[config.mk]
export PLATFORM = sky130hd
export DESIGN_NAME = pc_sequencer
export DESIGN_NICKNAME = d
export VERILOG_FILES = /design/src/rtl/pc_pkg.sv /design/src/rtl/return_stack.sv /design/src/rtl/pc_sequencer.sv
export SDC_FILE = /design/constraint.sdc
export NUM_CORES = 1
export LEC_CHECK = 0
export CORE_ASPECT_RATIO = 1.5
export CORE_MARGIN = 4
export CORE_UTILIZATION = 45
export CTS_BUF_LIST = sky130_fd_sc_hd__clkbuf_8
export CTS_CLUSTER_DIAMETER = 100
export DETAILED_ROUTE_END_ITERATION = 10
export PLACE_DENSITY = 0.71
export SLEW_MARGIN = 25
export SYNTH_ARGS = -nofsm -noshare
export SYNTH_HDL_FRONTEND = slang
export SYNTH_SLANG_ARGS = --single-unit
[constraint.sdc]
create_clock -name clk -period 7.45 [get_ports clk]
set_input_delay 2.235 -clock clk [delete_from_list [all_inputs] [get_ports clk]]
set_output_delay 2.235 -clock clk [all_outputs]
set_load 0.01 [all_outputs]
[src/rtl/pc_pkg.sv]
// Shared types and helpers for the fetch-stage program counter.
package pc_pkg;

  // Source chosen for the next fetch address.
  typedef enum logic [2:0] {
    PC_HOLD,
    PC_SEQ,
    PC_BRANCH,
    PC_CALL,
    PC_RET,
    PC_TRAP
  } pc_sel_e;

  // Number of low address bits that must be zero for an aligned instruction.
  function automatic int unsigned align_width(input int unsigned instr_bytes);
    return $clog2(instr_bytes);
  endfunction

endpackage

[src/rtl/return_stack.sv]
// Circular return-address stack. A push into a full stack overwrites the
// oldest entry and the occupancy saturates; clear wins over push/pop.
module return_stack
  import pc_pkg::*;
#(
  parameter int unsigned XLEN      = 32,
  parameter int unsigned RAS_DEPTH = 4,
  localparam int unsigned CNT_W    = $clog2(RAS_DEPTH + 1),
  localparam int unsigned PTR_W    = $clog2(RAS_DEPTH)
) (
  input  logic             clk,
  input  logic             rst_n,
  input  logic             push,
  input  logic [XLEN-1:0]  push_data,
  input  logic             pop,
  input  logic             clear,
  output logic [XLEN-1:0]  top,
  output logic             empty,
  output logic [CNT_W-1:0] count
);

  logic [XLEN-1:0]  entries [RAS_DEPTH];
  logic [PTR_W-1:0] wr_ptr_q, wr_ptr_d;
  logic [CNT_W-1:0] count_q, count_d;
  logic [PTR_W-1:0] top_idx, next_idx;

  // Pointer/occupancy update; wr_ptr names the slot the next push writes.
  always_comb begin
    wr_ptr_d = wr_ptr_q;
    count_d  = count_q;
    top_idx  = (wr_ptr_q == '0) ? PTR_W'(RAS_DEPTH - 1) : wr_ptr_q - PTR_W'(1);
    next_idx = (wr_ptr_q == PTR_W'(RAS_DEPTH - 1)) ? '0 : wr_ptr_q + PTR_W'(1);
    if (clear) begin
      wr_ptr_d = '0;
      count_d  = '0;
    end else if (push) begin
      wr_ptr_d = next_idx;
      if (count_q != CNT_W'(RAS_DEPTH)) count_d = count_q + CNT_W'(1);
    end else if (pop && (count_q != '0)) begin
      wr_ptr_d = top_idx;
      count_d  = count_q - CNT_W'(1);
    end
  end

  // Pointer and occupancy registers; reset discards the stack contents.
  always_ff @(posedge clk or negedge rst_n) begin
    if (!rst_n) begin
      wr_ptr_q <= '0;
      count_q  <= '0;
    end else begin
      wr_ptr_q <= wr_ptr_d;
      count_q  <= count_d;
    end
  end

  // Entry storage; contents are meaningless while count is zero, so no reset.
  always_ff @(posedge clk) begin
    if (push && !clear) entries[wr_ptr_q] <= push_data;
  end

  assign top   = entries[top_idx];
  assign empty = (count_q == '0);
  assign count = count_q;

endmodule

[src/rtl/pc_sequencer.sv]
// Fetch-stage program counter: priority next-PC mux (trap > stall > ret >
// branch/call > sequential) with a return-address stack and fault pulses.
module pc_sequencer
  import pc_pkg::*;
#(
  parameter int unsigned XLEN               = 32,
  parameter logic [XLEN-1:0] RESET_VECTOR   = '0,
  parameter int unsigned INSTR_BYTES        = 4,
  parameter int unsigned RAS_DEPTH          = 4,
  localparam int unsigned CNT_W             = $clog2(RAS_DEPTH + 1)
) (
  input  logic             clk,
  input  logic             rst_n,
  input  logic             stall,
  input  logic             branch_taken,
  input  logic [XLEN-1:0]  jump_address,
  input  logic             call,
  input  logic             ret,
  input  logic             trap_taken,
  input  logic [XLEN-1:0]  trap_vector,
  output logic [XLEN-1:0]  pc_out,
  output logic             pc_valid,
  output logic             misalign_fault,
  output logic             ras_underflow,
  output logic [CNT_W-1:0] ras_count
);

  localparam int unsigned ALIGN_W      = align_width(INSTR_BYTES);
  localparam logic [XLEN-1:0] ALIGN_MASK = XLEN'((64'd1 << ALIGN_W) - 64'd1);

  logic [XLEN-1:0] pc_q, pc_d;
  logic            pc_valid_q;
  logic            misalign_q, misalign_d;
  logic            underflow_q, underflow_d;

  pc_sel_e         sel;
  logic [XLEN-1:0] seq_pc;
  logic            jump_misaligned;
  logic            ras_push, ras_pop, ras_clear, ras_empty;
  logic [XLEN-1:0] ras_top;

  assign seq_pc          = pc_q + XLEN'(INSTR_BYTES);
  assign jump_misaligned = |(jump_address & ALIGN_MASK);

  // Next-PC source selection by priority; the first valid edge only holds.
  always_comb begin
    sel         = PC_SEQ;
    misalign_d  = 1'b0;
    underflow_d = 1'b0;
    if (!pc_valid_q) begin
      sel = PC_HOLD;
    end else if (trap_taken) begin
      sel = PC_TRAP;
    end else if (stall) begin
      sel = PC_HOLD;
    end else if (ret) begin
      if (!ras_empty) begin
        sel = PC_RET;
      end else begin
        // Empty stack falls back to the supplied target, like a plain branch.
        underflow_d = 1'b1;
        if (jump_misaligned) misalign_d = 1'b1;
        else                 sel = PC_BRANCH;
      end
    end else if (branch_taken) begin
      if (jump_misaligned) misalign_d = 1'b1;
      else                 sel = call ? PC_CALL : PC_BRANCH;
    end
  end

  // Next-PC data mux and stack control derived from the chosen source.
  always_comb begin
    pc_d      = pc_q;
    ras_push  = 1'b0;
    ras_pop   = 1'b0;
    ras_clear = 1'b0;
    case (sel)
      PC_HOLD:   pc_d = pc_q;
      PC_SEQ:    pc_d = seq_pc;
      PC_BRANCH: pc_d = jump_address;
      PC_CALL: begin
        pc_d     = jump_address;
        ras_push = 1'b1;
      end
      PC_RET: begin
        pc_d    = ras_top;
        ras_pop = 1'b1;
      end
      PC_TRAP: begin
        pc_d      = trap_vector & ~ALIGN_MASK;
        ras_clear = 1'b1;
      end
      default:   pc_d = pc_q;
    endcase
  end

  // PC, valid flag and one-cycle fault pulse registers.
  always_ff @(posedge clk or negedge rst_n) begin
    if (!rst_n) begin
      pc_q        <= RESET_VECTOR;
      pc_valid_q  <= 1'b0;
      misalign_q  <= 1'b0;
      underflow_q <= 1'b0;
    end else begin
      pc_q        <= pc_d;
      pc_valid_q  <= 1'b1;
      misalign_q  <= misalign_d;
      underflow_q <= underflow_d;
    end
  end

  return_stack #(
    .XLEN      (XLEN),
    .RAS_DEPTH (RAS_DEPTH)
  ) u_ras (
    .clk       (clk),
    .rst_n     (rst_n),
    .push      (ras_push),
    .push_data (seq_pc),
    .pop       (ras_pop),
    .clear     (ras_clear),
    .top       (ras_top),
    .empty     (ras_empty),
    .count     (ras_count)
  );

  assign pc_out         = pc_q;
  assign pc_valid       = pc_valid_q;
  assign misalign_fault = misalign_q;
  assign ras_underflow  = underflow_q;

endmodule

# Word level (Yosys, flattened, before mapping)

Memories as Yosys holds them, arrays and structs flattened.
Index checks and enable logic that the tools add are counted.

Bits in registers: 40
Bits in writable memories: 128
Bits of input ports: 71
Output and inout bits: 38
Word-level logic and storage cells: 67
Memories kept: 1

Add/subtract/negate cells: 5
Eq/ne operators: 8
Multiplexer cells: 36
Reduce and logical (&&, ||, !) cells: 11

Memory list:

| memory        | depth | bits a word | rd ports | clocked after memory_dff | write ports | line               | RTL |
|---|---|---|---|---|---|---|---|
| u_ras.entries | 4     | 32          | 1        | 0                        | 1           | return_stack.sv:22 | `logic [XLEN-1:0] entries [RAS_DEPTH];` |

Operators with widths:

| cell                    | count |
|---|---|
| $pmux W32 S4            | 1 |
| $add A32 B3 Y32 const B | 1 |
| $mux W3                 | 9 |
| $mux W1                 | 18 |
| $mux W2                 | 8 |
| $eq A3 B2 Y1 const B    | 2 |
| $eq A3 B3 Y1 const B    | 2 |
| $ne A3 B3 Y1 const B    | 2 |
| $reduce_bool A3 Y1      | 2 |
| $reduce_bool A4 Y1      | 1 |
| $reduce_or A2 Y1        | 2 |
| $add A3 B1 Y3 const B   | 1 |
| $eq A3 B1 Y1 const B    | 1 |
| $logic_not A3 Y1        | 1 |
| $sub A3 B1 Y3 const B   | 1 |
| $add A2 B1 Y2 const B   | 1 |
| $eq A2 B2 Y1 const B    | 1 |
| $logic_and A1 B1 Y1     | 2 |
| $logic_not A2 Y1        | 1 |
| $reduce_and A2 Y1       | 1 |
| $sub A2 B1 Y2 const B   | 1 |
| $logic_not A1 Y1        | 1 |

# Logic depth before layout (Yosys ltp)

Gate-level depths: netlist of the first run.

Word-level depth: 13
Mapped depth: 9
Depth with buffers taken out: 8

# Modules after synthesis

From an unflattened synthesis of the first run, not the netlist that was laid out.

Cells, all modules: 568
Area, all modules: 8057.7 um2

By module, submodules not included:

| module       | instances | cells each | area an instance (um2) | seq. area each (um2) |
|---|---|---|---|---|
| return_stack | 1         | 219        | 5092.4                 | 3968.8 |
| pc_sequencer | 1         | 349        | 2965.3                 | 875.8 |

# Least setup slack after synthesis of the first run

No wires, ideal clock.

Kind: input to register
From: in jump_address[1]
To: mem u_ras.entries[3][0] (enable)
Library setup time: 393 ps
Arrival time: 3986 ps
Required time: 7057 ps
Setup slack: 3071 ps
Stages on the path: 5
Path buffers: 0
Cells stage by stage: nor2_1 o2111a_1 o21ai_1 inv_2 and2_1

Longest elaborated chain between the ends: 13
Elaborated cells on any way between the ends: 17
Classes of those cells: eq/ne (2); mux (12); reduce/logical (3)

Ends and longest elaborated chain:

| what                               | line                                   | RTL |
|---|---|---|
| from (decl)                        | pc_sequencer.sv:16                     | `input logic [XLEN-1:0] jump_address,` |
| $reduce_or A2 Y1 *                 | pc_sequencer.sv:43                     | `assign jump_misaligned = \|(jump_address & ALIGN_MASK);` |
| $mux W2 (on tied branches)         | pc_sequencer.sv:66, pc_sequencer.sv:62 |  |
| $mux W2 or $mux W3 (tied branches) | pc_sequencer.sv:65, pc_sequencer.sv:57 |  |
| $mux W3 *                          | pc_sequencer.sv:56                     | `end else if (ret) begin` |
| $mux W3 *                          | pc_sequencer.sv:54                     | `end else if (stall) begin` |
| $mux W3 *                          | pc_sequencer.sv:52                     | `end else if (trap_taken) begin` |
| $mux W3 *                          | pc_sequencer.sv:50                     | `if (!pc_valid_q) begin` |
| $eq A3 B3 Y1                       | pc_sequencer.sv:77                     | `case (sel)` |
| $mux W1                            | pc_sequencer.sv:77                     |  |
| $logic_not A1 Y1                   | return_stack.sv:58                     | `if (push && !clear) entries[wr_ptr_q] <= push_data;` |
| $logic_and A1 B1 Y1 *              | return_stack.sv:58                     |  |
| $mux W1 *                          | return_stack.sv:58                     |  |
| $mux W1 (implied by the code) *    | return_stack.sv:58                     |  |
| to (decl)                          | return_stack.sv:22                     |  |

Mark *: on every way between the ends. The rest lies on a longest branch, timed or not.

# Worst setup path after layout of the first run

From: in jump_address[0]
To: mem u_ras.entries[3][17] (enable)

Same word-level chain as after synthesis.

==> flow_metrics.env, run 1 <==
export IMPL_status="completed"
export IMPL_period_share_pct=65.9
export IMPL_cts_setup_buffers=0
export IMPL_hold_class="flip-flop to flip-flop"
export IMPL_final_util_pct=55.2
export IMPL_regToRegSetupSlack_ps=4310
export IMPL_r2r_start="u_ras.count[0]"
export IMPL_tightest_slew_ps=800
export IMPL_syn_avg_cell_area_um2=14.2
export IMPL_finalCriticalPeriod_ps=4910
export IMPL_finalSetupViolCount=0
export IMPL_final_cell_area_mm2=0.00957
export IMPL_r2r_end="u_ras.entries[3][17]"
export IMPL_hold_buffers=0
export IMPL_seq_area_frac_synth_pct=61.2
export IMPL_ys_types=61
export IMPL_chipHeight_um=170
export IMPL_cp_arrival_ps=5020
export IMPL_crit_path_end="u_ras.entries[3][17]"
export IMPL_antenna_found_initial=0
export IMPL_final_max_slew_violation_count=0
export IMPL_drtIter0Drc=518
export IMPL_drtPass1Iterations=5
export IMPL_drive_gt1_share_pct=13.6
export IMPL_path_cells="clkdlybuf4s50_1 -> nor2_1 -> a311oi_1 -> o21ai_1 -> inv_2 -> and2_1 -> buf_4"
export IMPL_required_ps=7560
export IMPL_ys_ff_latch=168
export IMPL_clk_latency_ps=440
export IMPL_place_hpwl_mm=13.1
export IMPL_rsz0062_at_grt="false"
export IMPL_ys_async_sr_fraction_pct=23.8
export IMPL_vdd_drop_max_mv=0.151
export IMPL_skew_ps=11.9
export IMPL_io_pins=109
export IMPL_endpoint_kind="flip-flop"
export IMPL_cts_root_buf="clkbuf_8"
export IMPL_fillers=1400
export IMPL_cts_buffer_depth=2
export IMPL_cp_num_buf_inv=3
export IMPL_max_freq_mhz=204
export IMPL_crit_type="primary input to flip-flop"
export IMPL_dieWidth_um=116
export IMPL_power_leakage_uw=0.00329
export IMPL_cellPowerDensity_mw_per_mm2=276
export IMPL_area_growth_pct=20.8
export IMPL_synth_flop_cell="edfxtp_1"
export IMPL_cp_depth=7
export IMPL_clkSinkCount=168
export IMPL_start_kind="primary input"
export IMPL_hold_viol=0
export IMPL_grt_overflow=0
export IMPL_num_rows=59
export IMPL_synth_edf_count=128
export IMPL_grt_use_total_pct=21.5
export IMPL_port_buffers=106
export IMPL_start_util_pct=45.7
export IMPL_core_area_mm2=0.0173
export IMPL_ff2ff_path_depth=6
export IMPL_worstSetupStartpoint="jump_address[0]"
export IMPL_crit_family="buffers and inverters"
export IMPL_grt_pass1_wl_mm=32.0
export IMPL_maxCapViolCount=0
export IMPL_die_area_mm2=0.0198
export IMPL_htreeDepth=4
export IMPL_wl_per_cell_um=23.3
export IMPL_vias_per_cell=6.14
export IMPL_cts_resized=0
export IMPL_grt_max_degree=41
export IMPL_maxSlewHeadroom_pct=46.7
export IMPL_yosysWarnings=0
export IMPL_route_detailed_drc=0
export IMPL_diodes=0
export IMPL_critical_path_slowest_cell="and2_1"
export IMPL_grt_pass1_vias=5738
export IMPL_gp_congestion=0.857
export IMPL_finalPower_uw=2640
export IMPL_cpPeakStageDelay_ps=650
export IMPL_dpl_cell_area_mm2=0.00918
export IMPL_cts_made_buffers=17
export IMPL_path_clk_slew_ps=90
export IMPL_syn_inst=558
export IMPL_finalNetCount=735
export IMPL_ant_nets=0
export IMPL_netlist_area_mm2=0.00792
export IMPL_drt_wl_total_mm=20.6
export IMPL_tritoncts="yes"
export IMPL_syn_nets=635
export IMPL_crit_fanout=20
export IMPL_tns_ps=0
export IMPL_vias=5430
[cell type report]
cell class / instances / area, µm² / share of cell area [%]
sequential: 168 / 4840 / 50.6
inverter: 9 / 33.8 / 0.353
tap: 213 / 267 / 2.79
timing repair buffer: 118 / 1150 / 12.0
clock buffer: 17 / 234 / 2.45
clock inverter: 15 / 154 / 1.61
multi-input combinational: 344 / 2890 / 30.2
[worst min-delay path by stage]
| stage | endpoint | start | cells after the start | slack, ps |
|---|---|---|---|---|
| after floorplan | u_ras.entries[0][1] | pc_out[1] | 0 | 500 |
| after global placement | u_ras.entries[3][0] | pc_out[0] | 0 | 540 |
| after detailed placement | u_ras.entries[3][0] | pc_out[0] | 0 | 560 |
| after CTS | u_ras.entries[1][1] | pc_out[1] | 0 | 580 |
| after global routing | u_ras.entries[1][0] | pc_out[0] | 0 | 600 |
| final | u_ras.entries[0][0] | pc_out[0] | 0 | 580 |
[cells by family (layout without fill, tap and decap cells)]
kind of cell	after synthesis	count (layout)	synth area share [%]
xor gates and xnor gates	28	28	3.10
and+or+nand+nor	118	118	7.73
adders and majority gates	6	6	1.04
buffers and inverters	46	159	2.69
other	1	1	0.0473
muxes	63	63	13.2
AOI/OAI and AO/OA	128	128	11.0
DFF	168	168	61.2
[synth_stat cells (13+ instances only)]
cell type	count	area, µm²
o21a_1	15	113
dfrtp_1	40	1000
edfxtp_1	128	3840
nand3_1	13	65.1
a21oi_1	37	185
mux2i_1	21	210
xnor2_1	17	149
mux4_2	32	721
nand2_1	27	101
o21ai_1	19	95.1
nor2_1	27	101
clkbuf_1	19	71.3
[where the power goes]
| group | switching (µW) | internal, µW |
|---|---|---|
| combinational | 370 | 368 |
| clock | 333 | 300 |
| sequential | 130 | 1140 |
| total | 833 | 1810 |
[metrics by stage]
step / hold WS (ps) / setup WS [ps] / cells
floorplan: 498 / 3070 / 558
global placement: 535 / 2160 / 852
detailed placement: 556 / 2110 / 852
CTS: 579 / 2570 / 884
global route: 600 / 2320 / 884
finish: 580 / 2540 / 884
[state kept, by name, indices dropped and copies added (netlist names)]
register,count
ras_underflow,1
pc_valid,1
u_ras.wr_ptr_q,2
u_ras.entries,128
misalign_fault,1
pc_out,32
u_ras.count,3
[placed cells by master, fill, tap and decap left out, types with 8 or more instances in the layout]
cell and n:
a21oi_1 37, a221oi_1 12, and3_1 9, buf_4 13, clkbuf_8 17, clkdlybuf4s50_1 105
dfrtp_1 40, edfxtp_1 128, inv_1 10, mux2i_1 21, mux4_2 32, nand2_1 27
nand3_1 13, nand4_1 12, nor2_1 24, nor3_1 10, o21a_1 15, o21ai_0 8
o21ai_1 19, xnor2_1 17, xor2_1 11
[routing by layer]
metal | routed length (µm) | vias up | part of all wire [%] | GRT usage, %
met1 | 8000 | 2752 | 39 | 26.6
met4 | 419 | 0 | 2.0 | 7.02
met5 | 0 | - | 0 | 0
met3 | 1350 | 37 | 6.5 | 4.27
li1 | - | 2390 | - | -
met2 | 10800 | 251 | 53 | 37.3
[worst reg2reg max path: cells and delay by family (launching register included)]
family,cells,cell delay [ps]
buf+inv,2,660
flops,1,490
compound gates,2,540
simple gates,2,1100
(Power assumes the default switching activity.)
==> inputs of run 2 (changes only) <==
Clock period 7.45 ns to 4.8 ns, I/O delays scaled along.
==> run 2 against run 1 <==
Compared with the run above:
- sequential cell count unchanged
- clock power up 48%
- combinational power rose by 56%
- sequential share of layout area about the same
- final cell count up 0.23%
- critical path depth rose by 2
- setup slack got worse by 1700 ps
- count of clock-buffer cells in the layout is the same
- global-route usage decreased by 0.53 points
- sequential power up 55%
- cell area hardly changed
- critical endpoint is now u_ras.count[2]
- largest cell class unchanged
==> flow_metrics.env, run 2 (same netlist as run 1, synthesis figures left out) <==
export IMPL_status="completed"
export IMPL_finalSetupViolCount=0
export IMPL_fillers=1415
export IMPL_hold_class="flip-flop to flip-flop"
export IMPL_path_clk_slew_ps=100
export IMPL_cp_arrival_ps=4270
export IMPL_period_share_pct=81.6
export IMPL_required_ps=5150
export IMPL_grt_pass1_vias=5608
export IMPL_final_cell_area_mm2=0.00957
export IMPL_wl_per_cell_um=23.1
export IMPL_vias=5402
export IMPL_crit_fanout=9
export IMPL_endpoint_kind="flip-flop"
export IMPL_place_hpwl_mm=13.3
export IMPL_regToRegSetupSlack_ps=1760
export IMPL_die_area_mm2=0.0198
export IMPL_drtIter0Drc=543
export IMPL_chipHeight_um=170
export IMPL_max_freq_mhz=255
export IMPL_io_pins=109
export IMPL_maxCapViolCount=0
export IMPL_hold_buffers=0
export IMPL_cpPeakStageDelay_ps=560
export IMPL_area_growth_pct=20.9
export IMPL_grt_max_degree=41
export IMPL_maxSlewHeadroom_pct=51.5
export IMPL_drt_wl_total_mm=20.5
export IMPL_final_max_slew_violation_count=0
export IMPL_top_register="u_ras.entries"
export IMPL_skew_ps=17.5
export IMPL_dieWidth_um=116
export IMPL_grt_pass1_wl_mm=31.0
export IMPL_grt_overflow=0
export IMPL_tritoncts="yes"
export IMPL_drtPass1Iterations=5
export IMPL_vias_per_cell=6.10
export IMPL_core_area_mm2=0.0173
export IMPL_cts_buffer_depth=2
export IMPL_finalNetCount=737
export IMPL_grt_use_total_pct=20.9
export IMPL_cts_root_buf="clkbuf_8"
export IMPL_antenna_found_initial=0
export IMPL_vdd_drop_max_mv=0.237
export IMPL_tightest_slew_ps=725
export IMPL_port_buffers=106
export IMPL_final_cell_mix="128 x edfxtp_1, 105 x clkdlybuf4s50_1, 40 x dfrtp_1"
export IMPL_layout_commonest_cell="edfxtp_1"
export IMPL_hold_viol=0
export IMPL_cellPowerDensity_mw_per_mm2=424
export IMPL_fin_hold_ws_ps=584
export IMPL_diodes=0
export IMPL_gp_congestion=0.861
export IMPL_finalCriticalPeriod_ps=3920
export IMPL_clk_latency_ps=460
export IMPL_dpl_cell_area_mm2=0.00921
export IMPL_clkSinkCount=168
export IMPL_route_detailed_drc=0
export IMPL_cts_resized=0
export IMPL_power_leakage_uw=0.00329
export IMPL_largest_register_ffs=128
export IMPL_crit_type="primary input to flip-flop"
export IMPL_num_rows=59
export IMPL_rsz0062_at_grt="false"
export IMPL_htreeDepth=4
export IMPL_drive_gt1_share_pct=13.8
export IMPL_cts_made_buffers=17
export IMPL_start_util_pct=45.7
export IMPL_critical_path_slowest_cell="o21ai_1"
export IMPL_path_cells="clkdlybuf4s50_1 -> nor2_1 -> a311oi_1 -> o21ai_1 -> inv_2 -> fa_1 -> and2_0 -> o21a_1 -> o31ai_1"
export IMPL_ant_nets=0
export IMPL_tns_ps=0
export IMPL_cts_setup_buffers=0
export IMPL_start_kind="primary input"
[run 2: cell types whose count changed in the layout (fill, tap and decap cells not counted), sizes merged]
cell / previous run / this run
clkinvlp: 1 / 4
bufinv: 2 / 1
clkinv: 6 / 4
buf: 13 / 15
[run 2: per-stage QoR]
stage | setup WS, ps | instances | power [µW] | util (%)
after floorplan | 1220 | 558 | 2670 | -
after global placement | 683 | 854 | 3100 | 53.1
after detailed placement | 439 | 854 | 3150 | 53.1
after CTS | 915 | 886 | 4080 | 55.2
after global routing | 617 | 886 | 4250 | 55.2
final | 883 | 886 | 4060 | 55.2
[run 2: power breakdown]
part | switching, µW | internal (µW)
registers | 203 | 1770
clock network | 529 | 411
logic | 579 | 576
total | 1310 | 2750
[run 2: routing by layer]
layer | global-route usage [%] | vias to the layer above | part of all wire [%]
li1 | - | 2391 | -
met1 | 26.4 | 2735 | 39
met2 | 35.5 | 235 | 52
met3 | 3.88 | 41 | 6.3
met4 | 8.18 | 0 | 2.3
met5 | 0 | - | 0
[run 2: worst paths after layout]
path                                    from  depth (start not counted)             endpoint
max                          jump_address[1]                          9       u_ras.count[2]
min                                pc_out[0]                          0  u_ras.entries[3][0]
max reg2reg                u_ras.wr_ptr_q[0]                          8           pc_out[30]
min reg2reg                        pc_out[0]                          0  u_ras.entries[3][0]
max in group asynchronous              rst_n                          1           pc_out[25]
min in group asynchronous              rst_n                          1        ras_underflow
[run 2: layout make-up]
class	count	area (µm²)	area share [%]
Tap cell	213	267	2.78
Clock inverter	15	133	1.39
Inverter	9	33.8	0.353
Clock buffer	17	234	2.44
Multi-Input combinational cell	344	2890	30.1
Sequential cell	168	4840	50.6
Timing Repair Buffer	120	1180	12.3
[run 2: critical path: cells and delay by family]
kind / cells / cell delay [ps]
fa+ha+maj: 1 / 460
simple gates: 2 / 540
compound gates: 4 / 1260
buf+inv: 2 / 560
==> inputs of run 3 (changes only) <==
Settings changed: PLACE_DENSITY 0.71 to 0.73.
Clock period 4.8 ns to 3.3 ns, I/O delays scaled along.
==> run 3 against run 2 <==
Compared with the run above:
- largest cell class unchanged
- combinational power is 50% higher
- highest routed layer unchanged
- sequential share of layout area is 1.1 points lower
- die area stayed put
- routed wire length is 2.7% higher
==> flow_metrics.env, run 3 (same netlist as run 1, synthesis figures left out) <==
export IMPL_antenna_found_initial=0
export IMPL_status="completed"
export IMPL_final_max_slew_violation_count=0
export IMPL_crit_family="buffers and inverters"
export IMPL_vias_per_cell=6.09
export IMPL_cpPeakStageDelay_ps=430
export IMPL_tritoncts="yes"
export IMPL_cp_num_buf_inv=3
export IMPL_fillers=1385
export IMPL_drive_gt1_share_pct=16.5
export IMPL_multi_input_area_mm2=0.00289
export IMPL_drtPass1Iterations=5
export IMPL_layout_commonest_cell="edfxtp_1"
export IMPL_die_area_mm2=0.0198
export IMPL_cellPowerDensity_mw_per_mm2=610
export IMPL_vias=5503
export IMPL_io_pins=109
export IMPL_route_detailed_drc=0
export IMPL_hold_buffers=0
export IMPL_gp_congestion=0.887
export IMPL_top_register="u_ras.entries"
export IMPL_wl_per_cell_um=23.3
export IMPL_cts_root_buf="clkbuf_8"
export IMPL_drt_wl_total_mm=21.0
export IMPL_grt_max_degree=39
export IMPL_core_area_mm2=0.0173
export IMPL_seqCellArea_mm2=0.00484
export IMPL_power_leakage_uw=0.00340
export IMPL_final_cell_mix="128 x edfxtp_1, 105 x clkdlybuf4s50_1, 40 x dfrtp_1"
export IMPL_grt_pass1_wl_mm=32.3
export IMPL_start_kind="primary input"
export IMPL_tightest_slew_ps=622
export IMPL_path_clk_slew_ps=100
export IMPL_path_cells="clkdlybuf4s50_1 -> nor2_1 -> buf_4 -> o31ai_4 -> o21ai_1 -> inv_2 -> fa_1 -> and2_0 -> o21a_1 -> o31ai_1"
export IMPL_dieWidth_um=116
export IMPL_place_hpwl_mm=14.1
export IMPL_finalSetupViolCount=0
export IMPL_port_buffers=106
export IMPL_grt_pass1_vias=5831
export IMPL_crit_type="primary input to flip-flop"
export IMPL_num_rows=59
export IMPL_vdd_drop_max_mv=0.270
export IMPL_rsz0062_at_grt="false"
export IMPL_skew_ps=10.7
export IMPL_ant_nets=0
export IMPL_finalNetCount=755
export IMPL_drtIter0Drc=448
export IMPL_cts_buffer_depth=2
export IMPL_critical_path_slowest_cell="fa_1"
export IMPL_diodes=0
export IMPL_chipHeight_um=170
export IMPL_fin_hold_ws_ps=491
export IMPL_finalCriticalPeriod_ps=2880
export IMPL_clkSinkCount=168
export IMPL_maxCapViolCount=0
export IMPL_r2r_start="u_ras.wr_ptr_q[0]"
export IMPL_worstSetupStartpoint="jump_address[1]"
export IMPL_cts_resized=0
export IMPL_cts_made_buffers=17
export IMPL_hold_viol=0
export IMPL_dpl_cell_area_mm2=0.00942
export IMPL_endpoint_kind="flip-flop"
export IMPL_start_util_pct=45.7
export IMPL_crit_fanout=7
export IMPL_required_ps=3660
export IMPL_cts_setup_buffers=0
export IMPL_final_cell_area_mm2=0.00979
export IMPL_grt_overflow=0
export IMPL_hold_class="primary input to asynchronous set/reset pin"
export IMPL_largest_register_ffs=128
export IMPL_htreeDepth=4
export IMPL_max_freq_mhz=347
export IMPL_grt_use_total_pct=21.8
export IMPL_clk_latency_ps=460
export IMPL_cp_arrival_ps=3250
export IMPL_maxSlewHeadroom_pct=58.4
export IMPL_period_share_pct=87.4
export IMPL_area_growth_pct=23.6
==> run 3: cell types whose count changed in the layout (fill, tap and decap cells not counted), moves of 3 or more <==
cell      before  now
clkinv_4       4    1
buf_4         14   25
inv_6          3    6
buf_12         1    7
inv_1         11    8
inv_8          0    3
==> run 3: area by class of cell <==
class | instances | share of cell area, %
clock inverters | 15 | 1.39
well taps | 213 | 2.72
inverters | 9 | 0.345
repair buffers | 138 | 14.1
clock buffers | 17 | 2.39
multi-input cells | 344 | 29.5
flip-flops and latches | 168 | 49.5
==> run 3: worst paths after layout <==
path	cells after the start	slack, ps	end
worst max-delay path	10	420	u_ras.count[2]
worst min-delay path	1	490	pc_out[19]
worst max register to register	7	510	pc_out[30]
worst min register to register	0	560	u_ras.entries[1][1]
max in group asynchronous	2	2060	pc_out[3]
min in group clk	0	560	u_ras.entries[1][1]
==> run 3: where the power goes <==
| group | switching [µW] | internal (µW) | total (µW) | leakage [µW] |
|---|---|---|---|---|
| Sequential | 294 | 2570 | 2860 | 0.00164 |
| Clock | 825 | 553 | 1380 | 0.000187 |
| Combinational | 854 | 873 | 1730 | 0.00158 |
| Total | 1970 | 4000 | 5970 | 0.00340 |
==> run 3: stage by stage <==
| stage | setup TNS, ps | setup slack (ps) | total power (µW) | std cells | utilization, % |
|---|---|---|---|---|---|
| after floorplan | 0 | 166 | 3880 | 558 | - |
| after global placement | 0 | 104 | 4550 | 872 | 54.3 |
| after detailed placement | -55.2 | -23.1 | 4630 | 872 | 54.3 |
| after CTS | 0 | 459 | 5990 | 904 | 56.4 |
| after global routing | 0 | 348 | 6260 | 904 | 56.4 |
| final | 0 | 417 | 5970 | 904 | 56.4 |
==> run 3: layer usage <==
layer	GRT usage, %	part of all wire, %
met4	8.08	2.7
met2	37.2	53
met5	0	0
met1	27.0	38
met3	4.66	6.7
==> run 3: worst reg2reg max path: stages (launching register included) <==
cell	delay, ps
dfrtp_1	440
inv_1	140
ha_1	280
nor2_4	500
mux4_2	590
mux2_4	280
a222oi_1	320
o21ai_1	120
==> RTL edit, RTL diff (settings of run 2) <==
`XLEN` is set to 32 in 2 places; all go to 64.
--- a/src/rtl/return_stack.sv
+++ b/src/rtl/return_stack.sv
@@ -5,3 +5,3 @@
 #(
-  parameter int unsigned XLEN      = 32,
+  parameter int unsigned XLEN      = 64,
   parameter int unsigned RAS_DEPTH = 4,
--- a/src/rtl/pc_sequencer.sv
+++ b/src/rtl/pc_sequencer.sv
@@ -5,3 +5,3 @@
 #(
-  parameter int unsigned XLEN               = 32,
+  parameter int unsigned XLEN               = 64,
   parameter logic [XLEN-1:0] RESET_VECTOR   = '0,
Ports: changed (resized jump_address, pc_out and trap_vector); port bits go from 109 to 205. No check against the original RTL was run, so the function may have changed too.
==> RTL edit against run 2 <==
Routed wire length rose by 130%; power rose by 120%; area after synthesis rose by 100%; combinational power rose by 130%; synthesized cell count rose by 100%; sequential cell count rose by 160; first-iteration DRC count rose by 86%; design area rose by 100%; sequential share of layout area fell by 1.8 points; via count rose by 110%; global-route usage rose by 3.0 points; maximum frequency rose by 1.5%; worst setup slack improved by 0.059 ns; highest routed layer unchanged.
==> RTL edit: results (changes against run 2) <==
Worst setup path
  • Worst reg2reg path startpoint: pc_out[2]
  • Setup CP Type: in2reg
  • Slowest-stage cell, CP: nor2_4
  • FF-to-FF path depth: 6 (-2)
  • Crit-path max FO: 34 (+25)
  • R2R Path End: u_ras.entries[3][54]
  • Reg2reg setup slack: 1.44 ns (-0.32 ns)
  • Largest stage delay, worst path: 0.57 ns
  • Crit path max-delay family: buffers and inverters

Synthesis
  • Commonest cells post-synth: 256 x edfxtp_1, 94 x nand2_1, 72 x dfrtp_1, 64 x mux4_2, 53 x nor2_1
  • Top cell type's share of synthesized area: 48.52% (about the same)
  • Async SR Flop Fraction: 21.95% (-1.9 points)
  • EDFF count, synth: 256 (+100%)
  • Top cells by area, synth: edfxtp_1 49%, dfrtp_1 11%, mux4_2 9.1%
  • Cells after Synth: 1135 (+100%)
  • Sequential area share after synthesis: 59.90% (-1.3 points)
  • Yosys cell types: 80 (+31%)
  • Syn_nets: 1276 (+100%)

Place
  • Post-detail-place hpwl: 31110 um (+130%)
  • Gpl congestion: 0.8644 (+0.38%)
  • DP Worst Slack: 0.4255 ns (-0.01324 ns)
  • Placed Instance Area: 0.01845 mm^2 (+100%)
  • Number of port buffers: 202 (+91%)

CTS
  • CTS Buf Count: 48 (+31)
  • Clk buf depth: 3 (+1)
  • Clk_lat worst skew: 0.58 ns (+0.12 ns)
  • # H-tree levels: 2 (-2)
  • Post-CTS sizing: 0 (unchanged)
  • Post-CTS setup buffers: 0 (unchanged)
  • Clock slew at reported path FFs: 0.07 ns (-0.03 ns)

Drt
  • Met2 routed WL: 23490 um (+120%)
  • Pre-antenna DRT Iters: 6 (+1)
  • Met1 WL: 17090 um (+110%)
  • Drt initial violations: 1010 (+86%)
  • WL final: 46480 um (+130%)
  • Routed met3 length: 3871 um (+200%)
  • Vias per cell: 6.056 (-0.68%)

GRT
  • First-pass GRT wire length: 69810 um (+130%)
  • GRT Util Overall: 23.91% (+3.0 points)
  • Pin count of the biggest net entering global routing: 65 (+59%)
  • Gr ovfl total: 0 (unchanged)
  • Initial antenna violation count: 1 (+1)
  • Vias in the first global route: 11329 (+100%)

Power and ir drop
  • Peak VDD IR: 0.2340 mV (-1.2%)
  • Static leakage: 6.611 nW (+100%)

Hold path
  • Hold wc startpoint: pc_out[1]
  • WHS Endpoint: u_ras.entries[3][1]

Outcome
  • Outcome: finished, final reports clean

Final layout
  • Nets@finish: 1477 (+100%)
  • Layout cell share with drive strength beyond 1: 19.04% (+5.2 points)
  • Final cell count without fillers: 1844 (+110%)
  • Max reg flops: 256 (+100%)

Timing
  • Clock skew: 0.02177 ns (+0.004309 ns)
  • WHS: 0.5885 ns (+0.004794 ns)
  • Maximum clock rate: 259.2 MHz (+1.5%)
  • Slew @ Worst Pin: 0.9039 ns (+0.1787 ns)
-- RTL edit: cell types whose count changed in the layout (fill, tap and decap cells not counted), moves of 28 or more --
cell             delta
edfxtp_1          +128
clkdlybuf4s50_1    +96
nand2_1            +67
mux2_2             +46
clkbuf_8           +35
dfrtp_1            +32
mux4_2             +32
nor2_1             +28
-- RTL edit: cell type report --
cell class / count / area [um^2]
clock inverters: 38 / 289.0
repair buffers: 236 / 2362
inverters: 22 / 82.58
multi-input cells: 700 / 5932
clock buffers: 52 / 715.7
well taps: 467 / 584.3
flip-flops and latches: 328 / 9489
diodes: 1 / 2.502
fillers: 2860 / 15020
-- RTL edit: logic make-up after synthesis --
| group | count (synthesis) | share of synthesized area (%) |
|---|---|---|
| multiplexers | 122 | 13.14 |
| flip-flops | 328 | 59.90 |
| AO/OA/AOI/OAI | 229 | 10.44 |
| AND/OR/NAND/NOR | 281 | 9.453 |
| other | 1 | 0.02367 |
| buffers and inverters | 107 | 3.151 |
| adder cells (fa/ha/maj) | 6 | 0.5212 |
| XOR/XNOR | 61 | 3.372 |
-- RTL edit: per-layer routing --
metal | global-route usage (%) | up-vias
li1 | - | 4905
met1 | 29.35 | 5568
met3 | 4.874 | 92
met4 | 10.71 | 0
met5 | 0 | -
met2 | 40.93 | 602
-- RTL edit: how the worst max path moves through the flow --
stage,start,endpoint
2_1_floorplan,stall,u_ras.entries[3][0]
3_3_place_gp,ret,u_ras.entries[1][50]
3_5_place_dp,ret,u_ras.entries[1][50]
4_1_cts,ret,u_ras.entries[1][19]
5_1_grt,ret,pc_out[39]
6_report,ret,pc_out[39]
-- RTL edit: power by group --
group / internal [mW] / total [mW] / switching [mW]
combinational: 1.28 / 2.66 / 1.38
clock: 1.23 / 2.33 / 1.10
sequential: 3.54 / 4.07 / 0.527
total: 6.06 / 9.06 / 3.00
